File: config.mk
export PLATFORM = sky130hd
export DESIGN_NAME = clk_div_ctrl
export DESIGN_NICKNAME = d
export VERILOG_FILES = /design/src/rtl/clk_div_ctrl.sv
export SDC_FILE = /design/constraint.sdc
export NUM_CORES = 1
export LEC_CHECK = 0
export ABC_AREA = 1
export CELL_PAD_IN_SITES_DETAIL_PLACEMENT = 1
export CELL_PAD_IN_SITES_GLOBAL_PLACEMENT = 1
export CORE_MARGIN = 4
export CORE_UTILIZATION = 37
export DETAILED_ROUTE_END_ITERATION = 7
export MAX_ROUTING_LAYER = met4
export PLACE_DENSITY_LB_ADDON = 0.1
export SYNTH_ARGS = -nofsm -noshare
export SYNTH_HDL_FRONTEND = slang
export SYNTH_SLANG_ARGS = --single-unit
File: constraint.sdc
create_clock -name clk_50MHz -period 3.52 [get_ports clk_50MHz]
set_clock_uncertainty 0.15 [all_clocks]
set_input_delay 0.88 -clock clk_50MHz [delete_from_list [all_inputs] [get_ports clk_50MHz]]
set_output_delay 0.88 -clock clk_50MHz [all_outputs]
set_load 0.05 [all_outputs]
File: src/rtl/clk_div_ctrl.sv
// Run-control front end for the clock divider: programmable ratio, start/stop/pause/step FSM,
// registered one-cycle tick enable and near-50 % divided square wave.
module clk_div_ctrl #(
    parameter int unsigned CNT_W       = 26,
    parameter int unsigned DEFAULT_DIV = 50_000_000
) (
    input  logic             clk_50MHz,
    input  logic             reset,
    input  logic             start,
    input  logic             stop,
    input  logic             step,
    input  logic             cfg_valid,
    input  logic [CNT_W-1:0] cfg_div,
    output logic             cfg_ready,
    output logic             tick,
    output logic             clk_out,
    output logic             running
);
    typedef enum logic [1:0] {StIdle, StRun, StPause, StStep} state_e;

    localparam logic [CNT_W-1:0] MinDiv   = CNT_W'(2);
    localparam logic [CNT_W-1:0] ResetDiv = CNT_W'(DEFAULT_DIV);

    state_e           state_q, state_d;
    logic [CNT_W-1:0] cnt_q, cnt_d;
    logic [CNT_W-1:0] div_q, div_d;
    logic             tick_q, tick_d;
    logic             clk_out_q, clk_out_d;
    logic             active_q, active_d;
    logic             cfg_xfer, wrap;

    always_comb begin
        state_d   = state_q;
        cnt_d     = cnt_q;
        div_d     = div_q;
        active_q  = (state_q == StRun) || (state_q == StStep);
        cfg_xfer  = cfg_valid && !active_q;
        wrap      = (cnt_q == div_q - CNT_W'(1));

        case (state_q)
            StIdle: begin
                if (start) begin
                    state_d = StRun;
                    cnt_d   = '0;
                end
            end
            StRun: begin
                if (stop) begin
                    state_d = StPause;
                end else begin
                    cnt_d = wrap ? '0 : cnt_q + CNT_W'(1);
                end
            end
            StPause: begin
                if (stop) begin
                    state_d = StIdle;
                    cnt_d   = '0;
                end else if (start) begin
                    state_d = StRun;
                end else if (step) begin
                    state_d = StStep;
                end
            end
            StStep: begin
                if (stop) begin
                    state_d = StPause;
                end else if (wrap) begin
                    state_d = StPause;
                    cnt_d   = '0;
                end else begin
                    cnt_d = cnt_q + CNT_W'(1);
                end
            end
            default: state_d = StIdle;
        endcase

        // A ratio accepted alongside a command applies to the state being entered.
        if (cfg_xfer) begin
            div_d = (cfg_div < MinDiv) ? MinDiv : cfg_div;
            cnt_d = '0;
        end

        // Outputs are registered from the next-cycle values so they line up with cnt.
        active_d = (state_d == StRun) || (state_d == StStep);
        tick_d   = active_d && (cnt_d == div_d - CNT_W'(1));
        if (active_d) begin
            clk_out_d = (cnt_d >= (div_d >> 1));
        end else if (state_d == StPause) begin
            clk_out_d = clk_out_q;
        end else begin
            clk_out_d = 1'b0;
        end
    end

    always_ff @(posedge clk_50MHz or negedge reset) begin
        if (!reset) begin
            state_q   <= StIdle;
            cnt_q     <= '0;
            div_q     <= ResetDiv;
            tick_q    <= 1'b0;
            clk_out_q <= 1'b0;
        end else begin
            state_q   <= state_d;
            cnt_q     <= cnt_d;
            div_q     <= div_d;
            tick_q    <= tick_d;
            clk_out_q <= clk_out_d;
        end
    end

    assign tick      = tick_q;
    assign clk_out   = clk_out_q;
    assign running   = active_q;
    assign cfg_ready = !active_q;

endmodule

Word-level counts from Yosys, hierarchy flattened
Index checks and enable logic that the tools add are counted.

storage, ports and cells
  memory bits (read-only) = 0
  bits in latches = 0
  output and inout port bits = 4
  register bits = 56
  word-level logic and storage cells = 44
  RAM bits = 0
  memories = 0

cells by class
  order comparisons = 2
  divide/modulo/power cells = 0
  mux-type cells = 18
  $mul = 0
  shift operators = 0
  eq/ne operators = 9
  bitwise operators = 0
  $add $sub $neg = 3
  reductions and logical operators = 7

operator list
  cell                     number
  $mux W26                 7
  $pmux W26 S3             1
  $eq A26 B26 Y1           2
  $sub A26 B1 Y26 const B  2
  $add A26 B1 Y26 const B  1
  $ge A26 B25 Y1           1
  $lt A26 B2 Y1 const B    1
  $mux W2                  7
  $eq A2 B2 Y1 const B     4
  $pmux W2 S4              1
  $eq A2 B1 Y1 const B     2
  $logic_and A1 B1 Y1      2
  $logic_not A2 Y1         1
  $logic_or A1 B1 Y1       2
  $mux W1                  2
  $ne A2 B2 Y1 const B     1
  $reduce_or A2 Y1         1
  $logic_not A1 Y1         1

Longest topological paths before layout
Gate-level depths: netlist of the first run.

  depth after elaboration = 8
  mapped depth = 30

Least setup slack after synthesis of the first run
OpenSTA, ideal clock, no wires.

  path type = input -> register
  start point = input cfg_div[4]
  end point = register tick_q, in the netlist tick
  data required time = 3.254 ns
  setup slack = 0.252 ns
  setup time = 0.116 ns
  path buffers = 0
  stages on the path = 18
  arrival = 3.003 ns
  cells stage by stage = inv_1 > nand2_1 > nor3_1 > nand3_1 > nor2_1 > o22ai_2 > inv_1 > ha_1 > nand3_2 > nor3_4 > nand4_4 > nor2_4 > nand3_1 > xor2_1 > inv_1 > or2_2 > nand3_1 > nor2_1

on the way
  word-level cells in the longest chain between the ends = 6

ends and longest elaborated chain
  what                  RTL line  source
  start, declared       13        input logic [CNT_W-1:0] cfg_div,
  $lt A26 B2 Y1         79        div_d = (cfg_div < MinDiv) ? MinDiv : cfg_div;
  $mux W26              79
  $mux W26              78        if (cfg_xfer) begin
  net div_d[0]          26        logic [CNT_W-1:0] div_q, div_d;
  $sub A26 B1 Y26       85        tick_d = active_d && (cnt_d == div_d - CNT_W'(1));
  $eq A26 B26 Y1        85
  $logic_and A1 B1 Y1   85
  net tick_d            27        logic tick_q, tick_d;
  end signal, assigned  106       tick_q <= tick_d;
  end, declared         27

The timed path passes the listed nets, and every way through them passes these cells.
A chain may end at the register's enable or synchronous reset.

Worst setup path in the final report of the first run
  start point = register div_q[11]
  end point = register clk_out_q, in the netlist clk_out

on the way
  word-level cells in the longest chain between the ends = 8

ends and longest elaborated chain
  what                    RTL line  source
  start, declared         26
  start signal, assigned  99        div_q <= ResetDiv;
  start signal, assigned  105       div_q <= div_d;
  $sub A26 B1 Y26         38        wrap = (cnt_q == div_q - CNT_W'(1));
  $eq A26 B26 Y1          38
  $mux W26                51, 67
  $mux W26                65        if (stop) begin
  $pmux W26 S3            40        case (state_q)
  $mux W26                78
  net cnt_d[22]           25        logic [CNT_W-1:0] cnt_q, cnt_d;
  $ge A26 B25 Y1          87        clk_out_d = (cnt_d >= (div_d >> 1));
  $mux W1                 86        if (active_d) begin
  end signal, assigned    107       clk_out_q <= clk_out_d;
  end, declared           28        logic clk_out_q, clk_out_d;

The timed path passes the listed nets, and every way through them passes these cells.

==> results by group, run 1 <==
Status
  – Status: complete, but fails checks
  – Failing checks: setup timing

Clock tree
  – Worst-Skew Late Latency: 0.31 ns
  – Clock slew at the register clock pins of the worst setup and hold paths: 0.08 ns
  – Root Driver: clkbuf_16
  – TritonCTS clock tree: done
  – Max clock buf depth: 2
  – TritonCTS Buffers: 5
  – CTS HTree Levels: 2
  – CTS Sinks: 56

Logic synthesis
  – Synthesis-stage register bit count: 56
  – Main area contributors after synthesis: dfrtp_1 18%, nand2_1 15%, inv_1 8.8%, xor2_1 7.5%, nor2_1 6.9%
  – Number of flops mapped to enable cells by yosys: 0
  – Netlist cell types: 50
  – Most used DFF post-synth: dfrtp_1
  – Synth Area per Inst: 6.21 um2
  – Yosys warns: 0
  – Post-synthesis net count: 1,069
  – Ys async rst share: 100%
  – Area leader, netlist: dfrtp_1
  – Register area share after synthesis: 22.6%
  – Mapped Area: 0.00627 mm2
  – Share of the synthesized area in the top cell type: 17.6%
  – Post-Syn Instances: 1,011

Setup path
  – Worst Path Max Fanout: 6
  – Arrival @ worst endpoint: 3.88 ns
  – Worst r2r dst: clk_out$_DFFE_PN0P_
  – WS Path Type: reg -> reg
  – Cell mode on critical path: nand2_1
  – Slowest CP cell: dfrtp_1
  – Crit path cell chain: buf_4 > xor2_1 > nand3b_1 > nand2_1 > nor2_2 > nand3_2 > nor2_4 > buf_12 > nand4_4 > nand2_2 > nand2_2 > nand2_4 > inv_4 > ha_4 > nand2_4 > inv_2 > nand4_1 > nor2_1 > nand2_1 > nor2_1 > nand2_1 > nand3_1 > nand2_1 > inv_1
  – Top delay family on crit path: simple AND/OR/NAND/NOR gates
  – Critical path's largest stage delay: 0.46 ns
  – Worst setup SP type: flop
  – Reg2reg setup slack: -0.25 ns
  – Critical path buffers and inverters: 5
  – R2r worst-path depth: 24
  – CP Capture Type: flop
  – Req. time, crit path: 3.63 ns
  – Reg2Reg Launch Point: div_q[11]$_DFF_PN0_

Pwr
  – Power Total: 0.0104 W
  – Power per standard cell area: 1070 mW/mm2
  – Max VDD drop: 564 uV
  – P_leak: 4.94 nW

Floorplanning
  – Die Span Y: 138 um
  – Chip width: 138 um
  – Core area: 0.0166 mm2
  – Die footprint: 0.0191 mm2
  – Row count: 47
  – I/O pin count: 36
  – Initial core utilization: 37.8%

STA
  – Setup violators final: 2
  – Max_slew headroom: 45.2%
  – Post-route setup slack: -0.246 ns
  – Fmax: 266 MHz
  – Measured slew at the worst slew-check pin: 0.822 ns
  – Count of final hold-check violations: 0
  – Final worst path period share: 107%
  – Fin. max-slew vios: 0
  – Final min period: 3.77 ns
  – Unrepaired setup endpoints after global routing: true

Global route
  – First-pass GRT wire length: 45.1 mm
  – Vias in the first global route: 8,167
  – Largest net degree at the start of global routing: 57
  – Antenna violations before repair: 0
  – Overflow left after global routing: 0
  – Total GRT Usage: 30.6%

Hold path
  – Worst Hold Endpoint: clk_out$_DFFE_PN0P_
  – Hold depth: 3
  – Hold Path Origin: clk_out$_DFFE_PN0P_
  – Worst hold path type: reg -> reg

Drt
  – DRT iter0 DRCs: 492
  – Residual DRC count: 0
  – DRT Wirelength: 30.0 mm
  – Routed WL per cell: 19.8 um
  – Drt first pass iters: 5
  – Vias per cell: 5.27
  – Via count: 7,968
  – Antenna-violating nets left: 0

Placed design
  – Placed cell areas: 0.00836 mm2
  – Post-DP HPWL: 22.0 mm
  – Placer Congestion: 0.889
  – Place WS: -0.626 ns
  – IO Port Bufs: 35
  – Cell Count Post-Placement: 1,440

Finish
  – Design Area, Final: 0.00972 mm2
  – Fin cells: 1,512
  – Area grow syn2layout: 54.9%
  – Nets: 1,348
  – Core Util, Final: 58.6%
  – Layout cell share with drive strength beyond 1: 36.4%

Flow run
  – Max Cap Viol: 0
-- power breakdown --
group,total [W],switching (W),internal [W],leakage (nW)
Combinational,0.00830,0.00476,0.00354,4.19
Clock,0.000605,0.000268,0.000337,0.0808
Sequential,0.00146,0.000465,0.00100,0.672
Total,0.0104,0.00549,0.00487,4.94
-- per-stage QoR --
stage	setup TNS [ns]	hold WS [ns]
4_1_cts	-0.296	0.469
3_3_place_gp	-0.938	0.469
6_report	-0.461	0.456
2_1_floorplan	0	0.387
3_5_place_dp	-1.16	0.443
5_1_grt	-0.852	0.521
-- sequential cells by signal, indices dropped and copies added, names as in the netlist --
register	flops
state_q	2
clk_out	1
tick	1
cnt_q	26
div_q	26
-- synthesized netlist by cell type (3+ instances only) --
cell,number
nand2_1,253
inv_1,147
nor2_1,116
a21oi_1,61
xor2_1,54
nand3_1,53
dfrtp_1,44
nor3_1,34
nand4_1,32
o21ai_0,27
ha_1,26
clkbuf_1,25
o21ai_1,16
xnor2_1,14
dfstp_2,12
inv_2,11
nor2_2,9
nand2_2,8
buf_2,6
a21o_1,5
buf_6,5
nor2_4,5
o21bai_1,5
or2_2,4
clkinv_1,3
nor4_2,3
o21ai_2,3
-- placed cells by master, fill, tap and decap left out, types with 15 or more instances in the layout --
cell type          n
nor2_1           102
dfrtp_1           40
nand3_1           46
o21ai_1           17
ha_4              22
nand4_1           32
inv_1            130
nand2_2           42
xor2_1            51
clkdlybuf4s50_1   18
dlygate4sd2_1     16
buf_4            257
nor3_1            30
a21oi_1           58
nand2_1          212
nor2_2            15
inv_2             25
o21ai_0           23
-- worst max-delay path by stage --
stage | cells after the start | from | endpoint
after global placement | 23 | cfg_div[19] | tick$_DFF_PN0_
after CTS | 28 | div_q[4]$_DFF_PN0_ | clk_out$_DFFE_PN0P_
after floorplan | 18 | cfg_div[4] | tick$_DFF_PN0_
after detailed placement | 24 | cfg_div[17] | tick$_DFF_PN0_
after global routing | 25 | div_q[15]$_DFF_PN1_ | clk_out$_DFFE_PN0P_
final | 24 | div_q[11]$_DFF_PN0_ | clk_out$_DFFE_PN0P_
-- worst min-delay path, stage by stage, from the launching register on --
cell,delay [ns]
dfrtp_1,0.37
a21o_1,0.12
nand2_1,0.04
inv_1,0.04
-- cell type report --
type,instances,area (um2)
timing repair buffer,308,2500
inverter,162,618
fill,2205,6870
sequential,56,1420
clock buffer,6,129
antenna,1,2.50
tap,220,275
clock inverter,2,35.0
multi-input combinational,757,4740
-- logic make-up (layout without fill, tap and decap cells) --
kind of cell               after synthesis  in the layout  synth area share, %
and+or+nand+nor                        535            537                 38.5
buffers and inverters                  200            478                 12.8
AOI/OAI and AO/OA                      124            124                 10.9
xor gates and xnor gates                70             70                 10.1
DFF                                     56             56                 22.6
adders and majority gates               26             26                 5.19
other                                    0              1                    0
-- routing by layer --
| metal | track usage, % | routed length (um) |
|---|---|---|
| met1 | 40.0 | 13100 |
| met2 | 50.1 | 14400 |
| met3 | 4.18 | 1560 |
| met4 | 8.32 | 996 |
| met5 | - | 0 |
-- timing repair --
action                     CTS  global route
gates cloned                 2             0
pin swaps                   61            56
hold buffers                 0             0
setup endpoints to repair    2             2
buffers inserted            52            10
gates resized for setup    100            79
No activity file was read; power rests on OpenSTA's default activity.
==> inputs of run 2 (changes only) <==
--- a/config.mk
+++ b/config.mk
@@ -5,11 +5,11 @@
 export SDC_FILE = /design/constraint.sdc
 export NUM_CORES = 1
 export LEC_CHECK = 0
-export ABC_AREA = 1
 export CELL_PAD_IN_SITES_DETAIL_PLACEMENT = 1
 export CELL_PAD_IN_SITES_GLOBAL_PLACEMENT = 1
 export CORE_MARGIN = 4
 export CORE_UTILIZATION = 37
+export CTS_BUF_LIST = sky130_fd_sc_hd__clkbuf_16
 export DETAILED_ROUTE_END_ITERATION = 7
 export MAX_ROUTING_LAYER = met4
 export PLACE_DENSITY_LB_ADDON = 0.1
==> results by group, run 2 <==
Clock tree
  – Worst-Skew Late Latency: 0.32 ns (about the same)
  – Max clock buf depth: 2 (unchanged)
  – TritonCTS Buffers: 5 (unchanged)
  – CTS HTree Levels: 2 (unchanged)
  – CTS Sinks: 56 (unchanged)
  – Hold buffer count at CTS: 0 (unchanged)
  – Clock slew at the register clock pins of the worst setup and hold paths: 0.09 ns (about the same)
  – Root Driver: clkbuf_16
  – TritonCTS clock tree: done

Finish
  – Nets: 1,206 (-11%)
  – Top flop regs: cnt_q: 26 flops, div_q: 26 flops, state_q: 2 flops
  – Core Util, Final: 61.7% (+3.1 points)
  – Leading cell type in the layout, fill and taps excluded: buf_4
  – Inserted Diodes: 0 (-1)
  – Layout cell share with drive strength beyond 1: 43.3% (+6.9 points)
  – Filler cells: 1,992 (-9.7%)
  – Most frequent cells in the layout: 344 x buf_4, 59 x nand2_1, 52 x nor2_1, 48 x xnor2_1, 43 x inv_1
  – Area grow syn2layout: 63.3%

Logic synthesis
  – Most frequent cell after synthesis: nand2_1
  – Post-Syn Instances: 796 (-21%)
  – Synth Area per Inst: 7.87 um2 (+27%)
  – Area leader, netlist: dfrtp_1
  – Synthesis-stage register bit count: 56 (unchanged)
  – Ys async rst share: 100% (unchanged)
  – Top cells by count, synth: 61 x nand2_1, 56 x nor2_1, 52 x xnor2_1
  – Post-synthesis net count: 854 (-20%)
  – Netlist cell types: 85 (+70%)
  – Mapped Area: 0.00626 mm2 (-0.16%)
  – Register area share after synthesis: 22.6% (+0.036 points)
  – Main area contributors after synthesis: dfrtp_1 18%, xnor2_1 7.3%, mux2i_1 5.4%, ha_1 5.2%, dfstp_2 5.0%
  – Share of the synthesized area in the top cell type: 17.6% (+0.028 points)
  – Most used DFF post-synth: dfrtp_1
  – Yosys warns: 0 (unchanged)
  – Number of flops mapped to enable cells by yosys: 0 (unchanged)

Hold path
  – Worst hold path type: reg -> reg
  – Hold Path Origin: clk_out$_DFFE_PN0P_

STA
  – Final setup TNS: -3.36 ns (-2.89 ns)
  – Setup violators final: 7 (+5)
  – Max_slew headroom: 42.5% (-2.7 points)
  – Final worst path period share: 144% (+37 points)
  – Measured slew at the worst slew-check pin: 0.863 ns (+0.0409 ns)
  – Count of final hold-check violations: 0 (unchanged)
  – Post-route setup slack: -1.54 ns (-1.30 ns)
  – Unrepaired setup endpoints after global routing: true
  – Fmax: 198 MHz (-26%)
  – Final min period: 5.06 ns (+1.30 ns)
  – Fin. max-slew vios: 0 (unchanged)

Floorplanning
  – I/O pin count: 36 (unchanged)
  – Die Span Y: 138 um (about the same)
  – Die footprint: 0.0191 mm2 (-0.15%)
  – Core area: 0.0166 mm2 (unchanged)
  – Row count: 47 (unchanged)
  – Initial core utilization: 37.8% (-0.060 points)
  – Chip width: 138 um (about the same)

Drt
  – DRT iter0 DRCs: 876 (+78%)
  – Antenna-violating nets left: 0 (unchanged)
  – Residual DRC count: 0 (unchanged)
  – Drt first pass iters: 5 (unchanged)
  – Routed WL per cell: 27.9 um (+41%)
  – Via count: 8,495 (+6.6%)
  – DRT Wirelength: 38.2 mm (+27%)
  – Vias per cell: 6.21 (+18%)

Status
  – Failing checks: setup timing
  – Status: complete, but fails checks

Setup path
  – CP Capture Type: flop
  – CP Capture Point: clk_out$_DFFE_PN0P_
  – Worst setup SP type: flop
  – Reg2Reg Launch Point: div_q[1]$_DFF_PN0_
  – Req. time, crit path: 3.61 ns (-0.02 ns)
  – Reg2reg setup slack: -1.54 ns (-1.30 ns)
  – Worst Path Max Fanout: 8 (+2)
  – WS Path Type: reg -> reg
  – Critical Path Source: div_q[1]$_DFF_PN0_
  – Worst r2r dst: clk_out$_DFFE_PN0P_
  – Arrival @ worst endpoint: 5.15 ns (+1.27 ns)
  – R2r worst-path depth: 19 (-21%)

Placed design
  – IO Port Bufs: 35 (unchanged)
  – Post-DP HPWL: 27.4 mm (+25%)
  – Placer Congestion: 0.982 (+10%)

Global route
  – Overflow left after global routing: 0 (unchanged)
  – Total GRT Usage: 37.4% (+6.8 points)
  – First-pass GRT wire length: 54.0 mm (+20%)
  – Vias in the first global route: 8,873 (+8.6%)
  – Antenna violations before repair: 0 (unchanged)
  – Largest net degree at the start of global routing: 57 (unchanged)

Pwr
  – P_leak: 4.78 nW (-3.4%)
  – Max VDD drop: 407 uV (-28%)
  – Power per standard cell area: 633 mW/mm2 (-41%)

Flow run
  – Max Cap Viol: 0 (unchanged)
[run 2: changes by cell type after synthesis, moves of 16 or more]
cell / previous run / this run
nand2_1: 253 / 61
inv_1: 147 / 45
nor2_1: 116 / 56
xnor2_1: 14 / 52
mux2i_1: 0 / 34
a21oi_1: 61 / 29
xor2_1: 54 / 29
nand3_1: 53 / 35
o21ai_0: 27 / 43
o21ai_1: 16 / 0
[run 2: power breakdown]
group,total [W],internal [W],switching [W]
logic,0.00489,0.00220,0.00269
registers,0.00102,0.000844,0.000179
clock network,0.000562,0.000269,0.000293
[run 2: routing by layer]
metal	wire length, um	GRT usage [%]
met4	1580	14.8
met5	0	-
met3	3140	6.77
met2	18000	58.5
met1	15500	48.2
[run 2: worst min-delay path by stage]
stage | to | cells after the start
final | clk_out$_DFFE_PN0P_ | 2
after global routing | clk_out$_DFFE_PN0P_ | 2
after detailed placement | clk_out$_DFFE_PN0P_ | 2
after global placement | clk_out$_DFFE_PN0P_ | 2
after CTS | clk_out$_DFFE_PN0P_ | 2
after floorplan | clk_out$_DFFE_PN0P_ | 0
[run 2: worst max-delay path, stage by stage (launching register included)]
cell       delay (ns)
dfrtp_1          0.43
or4_4            0.57
nor3_4           0.33
buf_4            0.17
a31oi_1          0.08
or4_4            0.56
o31ai_4          0.27
buf_6            0.19
buf_4            0.14
clkbuf_16        0.13
o22ai_1          0.15
ha_1             0.42
and4_1           0.28
nand4_1          0.20
buf_4            0.19
nor3_1           0.29
a221oi_2         0.11
o31ai_2          0.08
o21ai_1          0.08
a21oi_1          0.14
[run 2: per-stage QoR]
stage / setup slack (ns) / hold slack (ns) / total power (W) / area (um2) / cells
after floorplan: -1.21 / 0.430 / 0.00287 / 6410 / 796
after global routing: -1.65 / 0.482 / 0.00669 / 10200 / 1369
after CTS: -1.27 / 0.433 / 0.00590 / 9840 / 1350
after detailed placement: -2.23 / 0.417 / 0.00506 / 9220 / 1324
after global placement: -2.07 / 0.399 / 0.00490 / 9220 / 1324
final: -1.54 / 0.446 / 0.00648 / 10200 / 1369
[run 2: area by class of cell]
type,count,area [um2],share of cell area (%)
clock buffers,5,125,1.22
clock inverters,3,22.5,0.220
inverters,46,173,1.69
multi-input cells,639,5040,49.2
flip-flops and latches,56,1420,13.9
well taps,220,275,2.69
repair buffers,400,3180,31.1
[run 2: kinds of logic after synthesis]
family / synth area share (%)
buffers and inverters: 6.65
AOI/OAI and AO/OA: 19.8
adders and majority gates: 5.35
and+or+nand+nor: 27.0
xor gates and xnor gates: 12.0
muxes: 6.61
DFF: 22.6
[run 2: repair_timing]
action,CTS,global route
cloned,1,1
buffers inserted,20,21
pin swaps,54,36
hold endpoints to repair,0,0
setup endpoints to repair,23,20
resized for setup,142,49
